File: src/rtl/uart_ram_arbiter_if.sv
// CPU data port, UART port and data-RAM port of the UART/RAM arbiter.
// The slave modport is the arbiter's view; master is the SoC/bench side.
interface uart_ram_arbiter_if #(parameter int ADDR_W = 16);
  logic [31:0]       cpu_addr;
  logic              cpu_wen;
  logic              cpu_ren;
  logic [31:0]       cpu_wdata;
  logic [31:0]       cpu_rdata;
  logic              cpu_stall;
  logic [31:0]       uart_addr;
  logic              uart_wen;
  logic [31:0]       uart_wdata;
  logic [31:0]       uart_rdata;
  logic [ADDR_W-1:0] ram_addr;
  logic              ram_wen;
  logic [31:0]       ram_wdata;
  logic [31:0]       ram_rdata;
  logic              irq;

  modport slave (
    input  cpu_addr, cpu_wen, cpu_ren, cpu_wdata, uart_addr, uart_wen, uart_wdata, ram_rdata,
    output cpu_rdata, cpu_stall, uart_rdata, ram_addr, ram_wen, ram_wdata, irq
  );

  modport master (
    output cpu_addr, cpu_wen, cpu_ren, cpu_wdata, uart_addr, uart_wen, uart_wdata, ram_rdata,
    input  cpu_rdata, cpu_stall, uart_rdata, ram_addr, ram_wen, ram_wdata, irq
  );
endinterface

File: src/rtl/uart_ram_arbiter.sv
// Shares the data RAM between CPU and UART, hosts the UART mailbox registers
// and sequences UART TX/RX sessions with sticky status and an interrupt.
module uart_ram_arbiter #(
  parameter int          ADDR_W         = 16,
  parameter logic [31:0] MBOX_BASE      = 32'h0007_0000,
  parameter int          RX_IDLE_CYCLES = 1024,
  parameter int          CNT_W          = 16
) (
  input logic               clk,
  input logic               nrst,
  uart_ram_arbiter_if.slave bus
);
  localparam int TMR_W = $clog2(RX_IDLE_CYCLES + 1);

  typedef enum logic [1:0] {S_IDLE, S_TX, S_RX} state_e;

  state_e            state_q, state_d;
  logic              cmd_q, cmd_d;
  logic [31:0]       err_q, err_d;
  logic              rx_done_q, rx_done_d, tx_done_q, tx_done_d, errf_q, errf_d;
  logic [CNT_W-1:0]  rx_cnt_q, rx_cnt_d;
  logic [TMR_W-1:0]  timer_q, timer_d;

  logic        cpu_mb, uart_mb, cpu_ram, uart_ram, cpu_grant;
  logic [1:0]  cpu_off, uart_off;
  logic        cpu_mb_wr, uart_err_wr, w1c;
  logic        set_rx, set_tx, clr_rx, go_tx;
  logic [31:0] cnt_ext, stat;

  assign cpu_mb      = bus.cpu_addr[31:2] == MBOX_BASE[31:2];
  assign uart_mb     = bus.uart_addr[31:2] == MBOX_BASE[31:2];
  assign cpu_off     = bus.cpu_addr[1:0];
  assign uart_off    = bus.uart_addr[1:0];
  assign cpu_ram     = (bus.cpu_wen | bus.cpu_ren) & ~cpu_mb;
  // UART presents an address every cycle, so outside the mailbox it always owns the RAM
  assign uart_ram    = ~uart_mb;
  assign cpu_mb_wr   = bus.cpu_wen & cpu_mb;
  assign uart_err_wr = bus.uart_wen & uart_mb & (uart_off == 2'd1);
  assign w1c         = cpu_mb_wr & (cpu_off == 2'd2);

  assign bus.cpu_stall = cpu_ram & (uart_ram | (state_q == S_TX));
  assign cpu_grant     = cpu_ram & ~bus.cpu_stall;
  assign bus.irq       = rx_done_q | tx_done_q | errf_q;

  assign cnt_ext = 32'(rx_cnt_q);
  assign stat    = {cnt_ext[15:0], 12'h0, errf_q, tx_done_q, rx_done_q, state_q != S_IDLE};

  always_comb begin
    bus.ram_addr  = '0;
    bus.ram_wen   = 1'b0;
    bus.ram_wdata = '0;
    if (uart_ram) begin
      bus.ram_addr  = bus.uart_addr[ADDR_W-1:0];
      bus.ram_wen   = bus.uart_wen;
      bus.ram_wdata = bus.uart_wdata;
    end else if (cpu_grant) begin
      bus.ram_addr  = bus.cpu_addr[ADDR_W-1:0];
      bus.ram_wen   = bus.cpu_wen;
      bus.ram_wdata = bus.cpu_wdata;
    end
  end

  always_comb begin
    bus.uart_rdata = '0;
    if (uart_ram)              bus.uart_rdata = bus.ram_rdata;
    else if (uart_off == 2'd0) bus.uart_rdata = {31'h0, cmd_q};
    bus.cpu_rdata = '0;
    if (bus.cpu_ren & ~bus.cpu_stall) begin
      if (cpu_mb) begin
        case (cpu_off)
          2'd0:    bus.cpu_rdata = {31'h0, cmd_q};
          2'd1:    bus.cpu_rdata = err_q;
          2'd2:    bus.cpu_rdata = stat;
          default: bus.cpu_rdata = '0;
        endcase
      end else begin
        bus.cpu_rdata = bus.ram_rdata;
      end
    end
  end

  always_comb begin
    state_d  = state_q;
    cmd_d    = cmd_q;
    err_d    = err_q;
    rx_cnt_d = rx_cnt_q;
    timer_d  = timer_q;
    set_rx   = 1'b0;
    set_tx   = 1'b0;
    clr_rx   = 1'b0;
    go_tx    = 1'b0;
    if (uart_err_wr) begin
      state_d = S_IDLE;
      err_d   = bus.uart_wdata;
    end else begin
      case (state_q)
        S_IDLE: begin
          if (uart_ram & ~bus.uart_wen & cmd_q) begin
            state_d = S_TX;
            go_tx   = 1'b1;
          end else if (uart_ram & bus.uart_wen) begin
            state_d  = S_RX;
            rx_cnt_d = CNT_W'(1);
            timer_d  = '0;
            clr_rx   = 1'b1;
          end
        end
        S_TX: begin
          if (uart_mb) begin
            state_d = S_IDLE;
            set_tx  = 1'b1;
          end
        end
        S_RX: begin
          if (uart_ram & bus.uart_wen) begin
            if (rx_cnt_q != '1) rx_cnt_d = rx_cnt_q + 1'b1;
            timer_d = '0;
          end else begin
            timer_d = timer_q + 1'b1;
            if (timer_q == TMR_W'(RX_IDLE_CYCLES - 1)) begin
              state_d = S_IDLE;
              set_rx  = 1'b1;
            end
          end
        end
        default: state_d = S_IDLE;
      endcase
    end
    if (cpu_mb_wr & (cpu_off == 2'd0) & (state_q == S_IDLE)) cmd_d = bus.cpu_wdata[0];
    // session start and UART error both override a same-edge CPU command write
    if (go_tx | uart_err_wr) cmd_d = 1'b0;
    rx_done_d = (rx_done_q & ~(w1c & bus.cpu_wdata[1]) & ~clr_rx) | set_rx;
    tx_done_d = (tx_done_q & ~(w1c & bus.cpu_wdata[2])) | set_tx;
    errf_d    = (errf_q    & ~(w1c & bus.cpu_wdata[3])) | uart_err_wr;
  end

  always_ff @(posedge clk or negedge nrst) begin
    if (!nrst) begin
      state_q   <= S_IDLE;
      cmd_q     <= 1'b0;
      err_q     <= '0;
      rx_done_q <= 1'b0;
      tx_done_q <= 1'b0;
      errf_q    <= 1'b0;
      rx_cnt_q  <= '0;
      timer_q   <= '0;
    end else begin
      state_q   <= state_d;
      cmd_q     <= cmd_d;
      err_q     <= err_d;
      rx_done_q <= rx_done_d;
      tx_done_q <= tx_done_d;
      errf_q    <= errf_d;
      rx_cnt_q  <= rx_cnt_d;
      timer_q   <= timer_d;
    end
  end
endmodule

File: src/flat_wrapper.sv
// flat-port wrapper written by rule: the top's interface ports become plain ports
module uart_ram_arbiter_flat 
#(
  parameter int          ADDR_W         = 16,
  parameter logic [31:0] MBOX_BASE      = 32'h0007_0000,
  parameter int          RX_IDLE_CYCLES = 1024,
  parameter int          CNT_W          = 16
)
  (clk, nrst, bus_cpu_addr, bus_cpu_wen, bus_cpu_ren, bus_cpu_wdata, bus_uart_addr, bus_uart_wen, bus_uart_wdata, bus_ram_rdata, bus_cpu_rdata, bus_cpu_stall, bus_uart_rdata, bus_ram_addr, bus_ram_wen, bus_ram_wdata, bus_irq);
  uart_ram_arbiter_if #(.ADDR_W(ADDR_W)) bus_i ();
  input logic clk;
  input logic nrst;
  input wire logic [$bits(bus_i.cpu_addr)-1:0] bus_cpu_addr;
  input wire logic [$bits(bus_i.cpu_wen)-1:0] bus_cpu_wen;
  input wire logic [$bits(bus_i.cpu_ren)-1:0] bus_cpu_ren;
  input wire logic [$bits(bus_i.cpu_wdata)-1:0] bus_cpu_wdata;
  input wire logic [$bits(bus_i.uart_addr)-1:0] bus_uart_addr;
  input wire logic [$bits(bus_i.uart_wen)-1:0] bus_uart_wen;
  input wire logic [$bits(bus_i.uart_wdata)-1:0] bus_uart_wdata;
  input wire logic [$bits(bus_i.ram_rdata)-1:0] bus_ram_rdata;
  output wire logic [$bits(bus_i.cpu_rdata)-1:0] bus_cpu_rdata;
  output wire logic [$bits(bus_i.cpu_stall)-1:0] bus_cpu_stall;
  output wire logic [$bits(bus_i.uart_rdata)-1:0] bus_uart_rdata;
  output wire logic [$bits(bus_i.ram_addr)-1:0] bus_ram_addr;
  output wire logic [$bits(bus_i.ram_wen)-1:0] bus_ram_wen;
  output wire logic [$bits(bus_i.ram_wdata)-1:0] bus_ram_wdata;
  output wire logic [$bits(bus_i.irq)-1:0] bus_irq;
  assign bus_i.cpu_addr = bus_cpu_addr;
  assign bus_i.cpu_wen = bus_cpu_wen;
  assign bus_i.cpu_ren = bus_cpu_ren;
  assign bus_i.cpu_wdata = bus_cpu_wdata;
  assign bus_i.uart_addr = bus_uart_addr;
  assign bus_i.uart_wen = bus_uart_wen;
  assign bus_i.uart_wdata = bus_uart_wdata;
  assign bus_i.ram_rdata = bus_ram_rdata;
  assign bus_cpu_rdata = bus_i.cpu_rdata;
  assign bus_cpu_stall = bus_i.cpu_stall;
  assign bus_uart_rdata = bus_i.uart_rdata;
  assign bus_ram_addr = bus_i.ram_addr;
  assign bus_ram_wen = bus_i.ram_wen;
  assign bus_ram_wdata = bus_i.ram_wdata;
  assign bus_irq = bus_i.irq;
  uart_ram_arbiter #(.ADDR_W(ADDR_W), .MBOX_BASE(MBOX_BASE), .RX_IDLE_CYCLES(RX_IDLE_CYCLES), .CNT_W(CNT_W)) u_core (.clk(clk), .nrst(nrst), .bus(bus_i));
endmodule
File: config.mk
export PLATFORM = sky130hd
export DESIGN_NAME = uart_ram_arbiter_flat
export DESIGN_NICKNAME = d
export VERILOG_FILES = /design/src/rtl/uart_ram_arbiter_if.sv /design/src/rtl/uart_ram_arbiter.sv /design/src/flat_wrapper.sv
export SDC_FILE = /design/constraint.sdc
export NUM_CORES = 1
export LEC_CHECK = 0
export BUFFER_PORTS_ARGS = -buffer_cell sky130_fd_sc_hd__buf_2
export CAP_MARGIN = 10
export CORE_MARGIN = 2
export CORE_UTILIZATION = 30
export DETAILED_ROUTE_END_ITERATION = 16
export GPL_TIMING_DRIVEN = 0
export PLACE_DENSITY = 0.65
export SETUP_SLACK_MARGIN = 0.2
export SYNTH_ARGS = -nofsm -noshare
export SYNTH_HDL_FRONTEND = slang
export SYNTH_SLANG_ARGS = --single-unit
export TNS_END_PERCENT = 100
File: constraint.sdc
create_clock -name clk -period 2.9 [get_ports clk]
set_input_delay 0.435 -clock clk [delete_from_list [all_inputs] [get_ports clk]]
set_output_delay 0.435 -clock clk [all_outputs]
set_load 0.05 [all_outputs]
; ---- Word-level counts from Yosys, hierarchy flattened
; Cells that the tools add are included.
[totals]
register_bits = 65
latch_bits = 0
ramBits = 0
mem_bits_ro = 0
inputBits = 165
output_inout_bits = 115
wordCells = 116
mem_count = 0
[classes]
add_sub_neg = 2
multipliers = 0
div_mod_pow = 0
magnitude_cmp = 0
eq_ne = 17
shifts = 0
mux = 43
bitwise_logic = 37
reduce_logical = 9
[ops]
columns = cell, count
row1 = $mux 32, 5
row2 = $mux 16, 6
row3 = $pmux 32 s3, 1
row4 = $eq 30x17->1 const B, 2
row5 = $mux 11, 3
row6 = $pmux 16 s2, 1
row7 = $pmux 11 s2, 1
row8 = $and 1x1->1, 20
row9 = $mux 1, 19
row10 = $add 16x1->16 const B, 1
row11 = $ne 16x16->1 const B, 1
row12 = $mux 2, 6
row13 = $add 11x1->11 const B, 1
row14 = $eq 11x10->1 const B, 1
row15 = $not 1->1, 9
row16 = $or 1x1->1, 8
row17 = $reduce_and 4->1, 2
row18 = $eq 2x1->1 const B, 3
row19 = $logic_not 2->1, 3
row20 = $ne 2x1->1 const B, 3
row21 = $ne 3x1->1 const B, 2
row22 = $pmux 2 s3, 1
row23 = $reduce_and 6->1, 1
row24 = $reduce_bool 2->1, 3
row25 = 4 further kinds, 5

; ---- Logic depth before layout (Yosys ltp)
[depth]
depth_word = 10
depth_mapped = 8
ltp_nobuf = 6

; ---- Least setup slack after synthesis
; OpenSTA, ideal clock, no wires.
[synth_path]
path_type = input -> output
start = in bus_uart_addr[6]
end = out bus_cpu_rdata[16]
arrival_time_ns = 3.207
required_ns = 2.465
slack_ns = -0.742
path_stages = 7
path_buffers = 2
cell_sequence = or4_1 > or4_1 > buf_2 > nor3_2 > o21ai_1 > buf_2 > nor3_1
[synth_between]
elab_chain_cells = 7
[synth_rtl]
columns = item, line
row1 = start: declaration, flat_wrapper.sv:17  ; input wire logic [$bits(bus_i.uart_addr)-1:0] bus_uart_addr;
row2 = $eq 30x17->1, uart_ram_arbiter.sv:31  ; assign uart_mb = bus.uart_addr[31:2] == MBOX_BASE[31:2];
row3 = $not 1->1, uart_ram_arbiter.sv:36  ; assign uart_ram = ~uart_mb;
row4 = $or 1x1->1, uart_ram_arbiter.sv:41  ; assign bus.cpu_stall = cpu_ram & (uart_ram | (state_q == S_TX));
row5 = $and 1x1->1, uart_ram_arbiter.sv:41
row6 = $not 1->1, uart_ram_arbiter.sv:68  ; if (bus.cpu_ren & ~bus.cpu_stall) begin
row7 = $and 1x1->1, uart_ram_arbiter.sv:68
row8 = $mux 32, uart_ram_arbiter.sv:68
row9 = end: declaration, flat_wrapper.sv:21  ; output wire logic [$bits(bus_i.cpu_rdata)-1:0] bus_cpu_rdata;
; No other way between the ends.

; ---- Worst setup path after layout
[layout_path]
start = in bus_uart_addr[6]
end = out bus_cpu_rdata[26]
; The elaborated chain is that of the path after synthesis.

==> summary.md <==
| Metric | Value |
|---|---|
| Status | `finished, violations left` |
| Violated checks | `setup timing` |
| Worst setup SP type | `input pin` |
| Clock latency on the worst-skew pair | `0.34 ns` |
| # IOs | `between 200 and 300` |
| Die Wd | `129 um` |
| Crit path DAT | `about 2.7 ns` |
| Hold-fix buffers, CTS | `0` |
| Fin crit period | `3.18 ns` |
| Port Buffers | `approximately 280` |
| Grt total ovfl | `0` |
| Slew Limit Fails | `0` |
| Antenna violations before repair | `3` |
| Asr flop ratio synth | `100%` |
| Hold Path Class | `input pin to async pin` |
| Synth Warn # | `0` |
| Final hold violations | `0` |
| Post-synth EDFFs | `0` |
| Final #Nets | `1039` |
| Kind of cell adding the most delay to the critical path | `simple AND/OR/NAND/NOR gates` |
| Fmax | `315 MHz` |
| CP Cell Sequence | `buf_6, or4_4, or4_4, buf_8, nor3_4, o21ai_4, buf_12, nor3_4, buf_6` |
| Synth area leader | `dfrtp_1` |
| Slew HR | `roughly 44%` |
| Syn_nets | `709` |
| Cell variety after synth | `51` |
| First-pass GRT wire length | `34700 um` |
| Slowest cell on the critical path | `or4_4` |
| Yosys top cell area share | `34.7%` |
| Mapped cell area | `between 0.004 and 0.005 mm2` |
| Clock sink count | `65` |
| Critical Path End Type | `output port` |
| Inserted Clock Buffers | `9` |
| Pin count of the biggest net entering global routing | `66` |
| Register area share after synthesis | `about a third` |
| Total Neg Setup Slack | `-17.59 ns` |
| Std cell rows | `45` |
| Longest Clk Path Bufs | `2` |
| Setup-failing EPs final | `105` |
| DRC Markers | `0` |
| Overall fraction of global-route tracks in use | `approximately 27%` |
| Max H-tree Level | `3` |
| DRT met1 WL | `8960 um` |
| DP Wirelength | `16500 um` |
| Dominant synthesized flop cell | `dfrtp_1` |
| RSZ-0062 raised after global routing | `yes` |
| Routed wire length | `around 24000 um` |
| Final worst slack | `-0.277 ns` |
| Syn avg cell area | `about 8.7 um2` |
| Routed vias | `roughly 6300` |
| Drt pass-1 iters | `5` |
| Layout cells sized above 1 | `~62%` |
| Slew @ Worst Pin | `0.840 ns` |
| Metal3 WL | `2310 um` |
| Period utilization | `110%` |
| Synth Instances | `542` |
| Number of global-route vias before repair | `around 6200` |
| Pwr/cell area | `around 330 mW/mm2` |
| Highest Signal Layer | `met4` |
| Pleak | `4.37 nW` |
| Die height | `129 um` |
| Crit path max fanout | `10` |
| CP bufs+invs | `4` |
| Max incr delay on CP | `0.55 ns` |
| Vias per cell | `slightly below 6` |
| Clk root buf | `clkbuf_16` |
| Worst-path clk slew | `0.06 ns` |
| Synth top area cells | `dfrtp_1, a22o_1, mux2_2` |
| Initial Util | `30.8%` |
| First DRT Iteration DRCs | `696` |
| Worst IR Drop VDD | `270 uV` |
| Max Cap Viol | `0` |
| Clk_skew | `between 0.007 and 0.008 ns` |
| Worst path required time | `2.47 ns` |
| P&R area growth vs syn | `103%` |
| Die Footprint | `0.0167 mm2` |
| Register bit total from synthesis | `65` |
| Post-Place Setup Slack | `-1.00 ns` |
| Core Box Area | `roughly 0.015 mm2` |
| Final Wtd Congestion | `roughly 0.9` |
| Wirelength per Cell | `22.4 um` |
| Fillers | `1127` |
| Met2 WL | `12400 um` |
| Crit Path Class | `input pin to output port` |
| Post-route ant nets | `0` |
| CTS tree | `done` |
-- final timing paths --
check	startpoint	end	slack (ns)	cells after the start
max	bus_uart_addr[6]	bus_cpu_rdata[26]	-0.28	9
min	nrst	u_core.err_q[21]$_DFFE_PN0P_	0.19	1
max reg2reg	u_core.rx_cnt_q[0]$_DFFE_PN0P_	u_core.rx_cnt_q[2]$_DFFE_PN0P_	0.38	8
min reg2reg	u_core.err_q[0]$_DFFE_PN0P_	u_core.err_q[0]$_DFFE_PN0P_	0.49	2
max in group asynchronous	nrst	u_core.timer_q[0]$_DFFE_PN0P_	2.14	1
min in group clk	bus_uart_wdata[28]	u_core.err_q[28]$_DFFE_PN0P_	0.36	2
-- registers in the layout (all words and copies together), names as in the netlist --
register / cells
u_core.errf_q: 1
u_core.err_q: 32
u_core.state_q: 2
u_core.timer_q: 11
u_core.rx_cnt_q: 16
u_core.rx_done_q: 1
u_core.cmd_q: 1
u_core.tx_done_q: 1
-- cell usage after synthesis, types with 2 or more instances --
cell,instances
a211o_1,2
a21o_1,19
a21oi_1,20
a221oi_1,19
a22o_1,34
a31oi_1,5
and2_1,33
and4_1,5
buf_2,8
buf_4,2
buf_6,5
clkbuf_1,33
dfrtp_1,65
ha_1,2
inv_1,8
mux2_1,5
mux2_2,26
nand2_1,45
nand2b_1,4
nand3_1,32
nand3b_1,2
nand4_1,13
nand4b_1,2
nor2_1,36
nor2b_1,6
nor3_1,26
nor4_1,13
nor4b_1,3
o21a_1,2
o21ai_0,6
o21ai_1,2
o22a_1,2
o22ai_1,2
o311ai_0,7
o311ai_1,2
o31ai_1,15
o41ai_1,10
or2_2,2
or3_1,5
or4_1,3
-- layer usage --
metal  vias up  GRT usage [%]
met5         -              0
met1      3067           33.2
li1       2766              -
met3        63           6.44
met2       434           47.6
met4         0           9.91
-- placed cells by master, fill, tap and decap left out, drive strengths merged, types with 28 or more instances in the layout --
master	count
a22o	34
and2	33
buf	337
clkbuf	41
dfrtp	65
mux2	31
nand2	45
nand3	32
nor2	36
nor3	28
-- cell families after synthesis --
logic type               Yosys count  synth area share [%]
adder cells (fa/ha/maj)            2                 0.533
multiplexers                      32                  7.65
AND/OR/NAND/NOR                  233                  26.3
AO/OA/AOI/OAI                    154                  25.2
buffers and inverters             56                  5.65
flip-flops                        65                  34.7
-- layout make-up --
type                    instances  area [um2]  share of cell area, %
flip-flops and latches         65        1630                   17.1
inverters                       8        30.0                  0.315
clock buffers                  11         243                   2.55
plain buffers                  48         474                   4.97
repair buffers                319        2950                   30.9
clock inverters                 5        78.8                  0.827
diodes                          3        7.51                 0.0788
well taps                     211         264                   2.77
multi-input cells             421        3860                   40.5
-- metrics by stage --
step | total power, mW | instance area (um2) | std cells | hold WS [ns] | util, %
floorplan | 1.47 | 5350 | 542 | 0.139 | -
global placement | 1.75 | 7010 | 1032 | 0.468 | 46.0
detailed placement | 1.76 | 7020 | 1032 | 0.470 | 46.0
CTS | 3.14 | 9180 | 1070 | 0.247 | 60.2
global route | 3.26 | 9530 | 1091 | 0.265 | 62.5
finish | 3.16 | 9530 | 1091 | 0.191 | 62.5
-- power breakdown --
group | leakage, nW | switching, mW | internal [mW] | total (mW)
Sequential | 0.882 | 0.103 | 0.959 | 1.06
Combinational | 3.33 | 0.503 | 0.407 | 0.909
Clock | 0.160 | 0.414 | 0.775 | 1.19
-- repair_timing --
| action | CTS | global route |
|---|---|---|
| setup endpoints to repair | 127 | 158 |
| resized for setup | 430 | 55 |
| buffers inserted | 15 | 16 |
| hold endpoints to repair | 0 | 0 |
| cloned | 7 | 2 |
| pin swaps | 50 | 19 |
(Power assumes the default switching activity.)
